## src/rtl/ro_meas_pkg.sv

```systemverilog
// ============================================================================
//  Module      : ro_meas_pkg
//  Description : Shared state encoding and default sizing for the ring-
//                oscillator measurement controller.
//  Revision    : 1.0 - initial release
// ============================================================================
`default_nettype none

package ro_meas_pkg;

    localparam int c_CNT_W_DEF      = 16;
    localparam int c_WIN_W_DEF      = 16;
    localparam int c_SETTLE_CYC_DEF = 8;

    typedef enum logic [1:0] {
        IDLE    = 2'd0,
        SETTLE  = 2'd1,
        MEASURE = 2'd2,
        DONE    = 2'd3
    } state_t;

    function automatic int max_int(input int a, input int b);
        return (a > b) ? a : b;
    endfunction

endpackage

`default_nettype wire

```

## src/rtl/ro_meas_sync.sv

```systemverilog
// ============================================================================
//  Module      : ro_meas_sync
//  Description : Two-flop synchronizer for the divided ring-oscillator output
//                followed by a rising-edge detector.
//  Revision    : 1.0 - initial release
// ============================================================================
`default_nettype none

module ro_meas_sync (
    input  logic clk,
    input  logic rst,
    input  logic ro_in,
    output logic rise
);

    logic r_meta;
    logic r_sync;
    logic r_prev;

    always_ff @(posedge clk or posedge rst) begin
        if (rst) begin
            r_meta <= 1'b0;
            r_sync <= 1'b0;
            r_prev <= 1'b0;
        end else begin
            r_meta <= ro_in;
            r_sync <= r_meta;
            r_prev <= r_sync;
        end
    end

    assign rise = r_sync & ~r_prev;

endmodule

`default_nettype wire

```

## src/rtl/ro_meas_ctrl.sv

```systemverilog
// ============================================================================
//  Module      : ro_meas_ctrl
//  Description : Ring-oscillator frequency measurement: enable, settle, count
//                synchronized ro_in edges over a window, report the result.
//                Define RO_MEAS_SAT_EN for a saturating edge counter
//                (default build wraps).
//  Revision    : 1.0 - initial release
// ============================================================================
`default_nettype none

module ro_meas_ctrl
    import ro_meas_pkg::*;
#(
    parameter int CNT_W      = c_CNT_W_DEF,
    parameter int WIN_W      = c_WIN_W_DEF,
    parameter int SETTLE_CYC = c_SETTLE_CYC_DEF   // must be at least 1
) (
    input  logic             clk,
    input  logic             rst,
    input  logic             start,
    input  logic [WIN_W-1:0] win_len,
    input  logic             ro_in,
    output logic             ro_en,
    output logic             busy,
    output logic             done,
    output logic [CNT_W-1:0] count,
    output logic             ovf
);

    // One down-counter times both the settle phase and the window.
    localparam int                c_TMR_W       = max_int(WIN_W, $clog2(SETTLE_CYC + 1));
    localparam logic [c_TMR_W-1:0] c_SETTLE_LOAD = c_TMR_W'(SETTLE_CYC - 1);

    state_t             r_state;
    state_t             w_state_nxt;
    logic               r_ro_en;
    logic [WIN_W-1:0]   r_win;
    logic [c_TMR_W-1:0] r_tmr;
    logic [CNT_W-1:0]   r_cnt;
    logic [CNT_W-1:0]   w_cnt_nxt;
    logic               r_ovf;
    logic               w_ovf_nxt;
    logic [CNT_W-1:0]   r_count_res;
    logic               r_ovf_res;
    logic               w_rise;
    logic               w_accept;
    logic               w_tmr_zero;

    ro_meas_sync u_sync (
        .clk   (clk),
        .rst   (rst),
        .ro_in (ro_in),
        .rise  (w_rise)
    );

    assign w_accept   = (r_state == IDLE) && start && (win_len != '0);
    assign w_tmr_zero = (r_tmr == '0);

    always_comb begin
        w_state_nxt = r_state;
        case (r_state)
            IDLE:    if (w_accept)   w_state_nxt = SETTLE;
            SETTLE:  if (w_tmr_zero) w_state_nxt = MEASURE;
            MEASURE: if (w_tmr_zero) w_state_nxt = DONE;
            DONE:                    w_state_nxt = IDLE;
            default:                 w_state_nxt = IDLE;
        endcase
    end

    always_comb begin
        w_cnt_nxt = r_cnt;
        w_ovf_nxt = r_ovf;
        if ((r_state == MEASURE) && w_rise) begin
            if (&r_cnt) begin
                w_ovf_nxt = 1'b1;
`ifdef RO_MEAS_SAT_EN
                w_cnt_nxt = r_cnt;
`else
                w_cnt_nxt = '0;
`endif
            end else begin
                w_cnt_nxt = r_cnt + 1'b1;
            end
        end
    end

    always_ff @(posedge clk or posedge rst) begin
        if (rst) begin
            r_state     <= IDLE;
            r_ro_en     <= 1'b0;
            r_win       <= '0;
            r_tmr       <= '0;
            r_cnt       <= '0;
            r_ovf       <= 1'b0;
            r_count_res <= '0;
            r_ovf_res   <= 1'b0;
        end else begin
            r_state <= w_state_nxt;
            // Registered so the ring enable never glitches on state decode.
            r_ro_en <= (w_state_nxt == SETTLE) || (w_state_nxt == MEASURE);
            r_cnt   <= w_cnt_nxt;
            r_ovf   <= w_ovf_nxt;
            case (r_state)
                IDLE: begin
                    if (w_accept) begin
                        r_win <= win_len;
                        r_tmr <= c_SETTLE_LOAD;
                        r_cnt <= '0;
                        r_ovf <= 1'b0;
                    end
                end
                SETTLE: begin
                    r_tmr <= w_tmr_zero ? (c_TMR_W'(r_win) - 1'b1) : (r_tmr - 1'b1);
                end
                MEASURE: begin
                    r_tmr <= r_tmr - 1'b1;
                    // Result includes an edge counted on the window's last cycle.
                    if (w_tmr_zero) begin
                        r_count_res <= w_cnt_nxt;
                        r_ovf_res   <= w_ovf_nxt;
                    end
                end
                default: ;
            endcase
        end
    end

    assign ro_en = r_ro_en;
    assign busy  = (r_state != IDLE);
    assign done  = (r_state == DONE);
    assign count = r_count_res;
    assign ovf   = r_ovf_res;

endmodule

`default_nettype wire
```

## config.mk

```make
export PLATFORM = sky130hd
export DESIGN_NAME = ro_meas_ctrl
export DESIGN_NICKNAME = d
export VERILOG_FILES = /design/src/rtl/ro_meas_pkg.sv /design/src/rtl/ro_meas_sync.sv /design/src/rtl/ro_meas_ctrl.sv
export SDC_FILE = /design/constraint.sdc
export NUM_CORES = 1
export LEC_CHECK = 0
export BUFFER_PORTS_ARGS = -buffer_cell sky130_fd_sc_hd__buf_2
export CAP_MARGIN = 20
export CORE_MARGIN = 2
export CORE_UTILIZATION = 50
export DETAILED_ROUTE_END_ITERATION = 12
export PLACE_DENSITY_LB_ADDON = 0.15
export SYNTH_ARGS = -nofsm -noshare
export SYNTH_HDL_FRONTEND = slang
export SYNTH_SLANG_ARGS = --single-unit
export TNS_END_PERCENT = 10
```

## constraint.sdc

```tcl
create_clock -name clk -period 3 [get_ports clk]
set_clock_uncertainty 0.1 [all_clocks]
set_input_delay 0.6 -clock clk [delete_from_list [all_inputs] [get_ports clk]]
set_output_delay 0.6 -clock clk [all_outputs]
set_load 0.02 [all_outputs]
```

==> impl_metrics.json <==
{
  "status": "completed",
  "flip_flop_and_latch_count_after_synthesis": 72,
  "post_synthesis_adder_cell_area_fraction_pct": 3.32,
  "synthArstFlopShare_pct": 100,
  "vdd_drop_max_mv": 0.496,
  "cts-htree-levels": 3,
  "cts_post_setup_buffers_inserted": 0,
  "synth_largest_type_area_fraction_pct": 47.9,
  "chip_height_microns": 90.8,
  "synthesis.area_per_instance_sq_um": 9.03,
  "floorplan.die_area_sq_um": 8240,
  "final.setup.tns_ns": 0,
  "initial_core_util_pct": 51.9,
  "grt_pass1_vias": 3047,
  "synth_sequential_area_ratio_pct": 47.9,
  "critical_path.startpoint_type": "register",
  "grt-ovfl-total": 0,
  "groute.usage.overall_pct": 22.5,
  "grt_pass1_wl_microns": 14800,
  "layout_commonest_cell": "sky130_fd_sc_hd__nand2_1",
  "fin_util_pct": 59.5,
  "io_buffers": 39,
  "fin_worst_hold_slack_ns": 0.181,
  "synth_compound_area_share_pct": 13.6,
  "cts_tree": "yes",
  "setup.worst_path.class": "register to register",
  "grt_max_degree": 28,
  "synthesized_netlist_net_count": 447,
  "final.min_clock_period_ns": 2.62,
  "share_of_layout_cells_above_drive_strength_1_pct": 16.1,
  "design_power_total_mw": 3.96,
  "synth_top_family_by_area": "simple AND/OR/NAND/NOR gates",
  "multiInputGateArea_sq_um": 1860,
  "relSlewSlack_pct": 54.8,
  "vias": 3108,
  "max_cap_violations": 0,
  "hold_viol_final": 0,
  "cts-resized-gates": 0,
  "layout-area-overhead-vs-synth_pct": 14.7,
  "simple_gate_area_share_of_the_yosys_netlist_pct": 24.7,
  "syn-cell-area_sq_um": 3760,
  "setup_viol": 0,
  "place.gp.congestion": 0.921,
  "critical_path.endpoint_type": "register",
  "power_density_nw_per_um2": 917,
  "detailedPlace.worstSlack_ns": 0.349,
  "min-delay-path-class": "input port to async pin",
  "chipWidth_microns": 90.8,
  "worst_slew_pin_slew_ns": 0.669,
  "antenna_found_initial": 0,
  "clkLatencyLatePin_ns": 0.35,
  "seq_area_sq_um": 1800,
  "worst-path-max-fanout": 8,
  "detail_route.first_pass.iterations": 4,
  "dr.first_iter.drc_count": 174,
  "synth_mux_area_share_pct": 0.864,
  "fin_max_slew_vios": 0,
  "rsz0062_at_grt": "no",
  "antenna-diode-count": 0,
  "clkTransAtPathRegs_ns": 0.09,
  "synthesis.instances": 417,
  "layout_common_cells": "sky130_fd_sc_hd__nand2_1 (94), sky130_fd_sc_hd__dfrtp_1 (72), sky130_fd_sc_hd__o21ai_0 (41)",
  "design.final.nets": 490,
  "worst-endpoint-required_ns": 3.18,
  "numCtsBuffers": 9,
  "wl_microns": 8550,
  "antenna_violating_nets_post_route": 0,
  "clock_tree.root_cell": "sky130_fd_sc_hd__clkbuf_8",
  "dp_hpwl_microns": 6090,
  "tritoncts_num_sinks": 72,
  "max_clock_freq_mhz": 381,
  "p_leak_nw": 2.05,
  "timing.final.ws_setup_ns": 0.378,
  "ys.warnings.count": 0,
  "post_synth_xor_area_fraction_pct": 6.75,
  "placeableCoreArea_sq_um": 7250,
  "fill_cells": 660,
  "io_pins": 40,
  "route.detailed.wl_per_inst_microns": 15.2,
  "post-route-period-util_pct": 87.4,
  "synth_area_leaders": "sky130_fd_sc_hd__dfrtp_1 (48%), sky130_fd_sc_hd__nand2_1 (9.4%), sky130_fd_sc_hd__o21ai_0 (5.5%), sky130_fd_sc_hd__xor2_1 (4.9%), sky130_fd_sc_hd__nor2_1 (3.7%)",
  "netlist.top_cell.by_area": "sky130_fd_sc_hd__dfrtp_1",
  "placementRows": 31,
  "drt_drc_violations_left": 0,
  "synth-edff-count": 0,
  "postSynth.topFlopCell": "sky130_fd_sc_hd__dfrtp_1",
  "viasPerCell": 5.51,
  "cts-root-to-sink-buffers": 2,
  "yosys.cell_types.count": 48,
  "holdBufCountCts": 0,
  "worstPathArrival_ns": 2.80
}
-- layer usage --
layer  vias up  wire (microns)  track usage (%)
met3         7             570             4.67
met4         0              65             6.82
li1       1528               -                -
met5         -               0                0
met1      1493            4160             33.1
met2        80            3760             33.6
-- worst max-delay path: stages (launching register included) --
cell and delay (ns):
sky130_fd_sc_hd__dfrtp_1 0.42, sky130_fd_sc_hd__inv_1 0.11, sky130_fd_sc_hd__ha_1 0.17, sky130_fd_sc_hd__nor4b_1 0.56, sky130_fd_sc_hd__and4_1 0.37, sky130_fd_sc_hd__and2_1 0.35
sky130_fd_sc_hd__nor2_1 0.12, sky130_fd_sc_hd__o22ai_4 0.18, sky130_fd_sc_hd__xor2_1 0.17
-- state kept, by name, summed over array words and instances, names as in the netlist --
name / flops
u_sync.r_prev: 1
ro_en: 1
r_tmr: 16
r_state: 2
r_cnt: 16
u_sync.r_sync: 1
count: 16
r_ovf: 1
r_win: 16
u_sync.r_meta: 1
ovf: 1
-- per-stage QoR --
stage	area, sq um	instances
after global placement	4080	547
final	4320	564
after floorplan	3760	417
after detailed placement	4090	548
after CTS	4320	564
after global routing	4320	564
-- kinds of logic after synthesis --
group	count (synthesis)
compound gates	80
xor+xnor	29
fa+ha+maj	10
buf+inv	26
flops	72
mux	2
simple gates	198
-- report_power, final --
part	total [mW]	switching, mW	internal [mW]
clock network	0.888	0.410	0.478
logic	1.65	1.04	0.613
registers	1.42	0.243	1.17
total	3.96	1.69	2.27
-- synth_stat cells (4+ instances only) --
| cell type | n |
|---|---|
| sky130_fd_sc_hd__inv_1 | 10 |
| sky130_fd_sc_hd__nor3b_1 | 4 |
| sky130_fd_sc_hd__nor3_1 | 11 |
| sky130_fd_sc_hd__nor4_1 | 8 |
| sky130_fd_sc_hd__a22o_1 | 4 |
| sky130_fd_sc_hd__and3_1 | 4 |
| sky130_fd_sc_hd__ha_1 | 10 |
| sky130_fd_sc_hd__xor2_1 | 21 |
| sky130_fd_sc_hd__clkbuf_1 | 12 |
| sky130_fd_sc_hd__a21oi_1 | 14 |
| sky130_fd_sc_hd__or4_1 | 4 |
| sky130_fd_sc_hd__dfrtp_1 | 72 |
| sky130_fd_sc_hd__nor2_1 | 37 |
| sky130_fd_sc_hd__nand2_1 | 94 |
| sky130_fd_sc_hd__o21ai_0 | 41 |
| sky130_fd_sc_hd__nand4_1 | 6 |
| sky130_fd_sc_hd__xnor2_1 | 8 |
| sky130_fd_sc_hd__nand3_1 | 6 |
-- area by class of cell --
type                            instances  share of cell area (%)
Inverter                               10                   0.869
Multi-Input combinational cell        319                    43.0
Clock buffer                            9                    2.87
Timing Repair Buffer                   48                    6.26
Tap cell                               99                    2.87
Clock inverter                          7                    2.41
Sequential cell                        72                    41.7
-- worst paths after layout --
kind	start	endpoint	slack [ns]	cells after the start
max	r_tmr[0]	ro_en	0.38	8
min	rst	count[8]	0.18	2
max reg2reg	r_tmr[0]	ro_en	0.38	8
min reg2reg	u_sync.r_meta	u_sync.r_sync	0.25	0
max in group asynchronous	rst	r_tmr[10]	1.84	3
min in group clk	u_sync.r_meta	u_sync.r_sync	0.25	0
No activity file was read; power rests on OpenSTA's default activity.
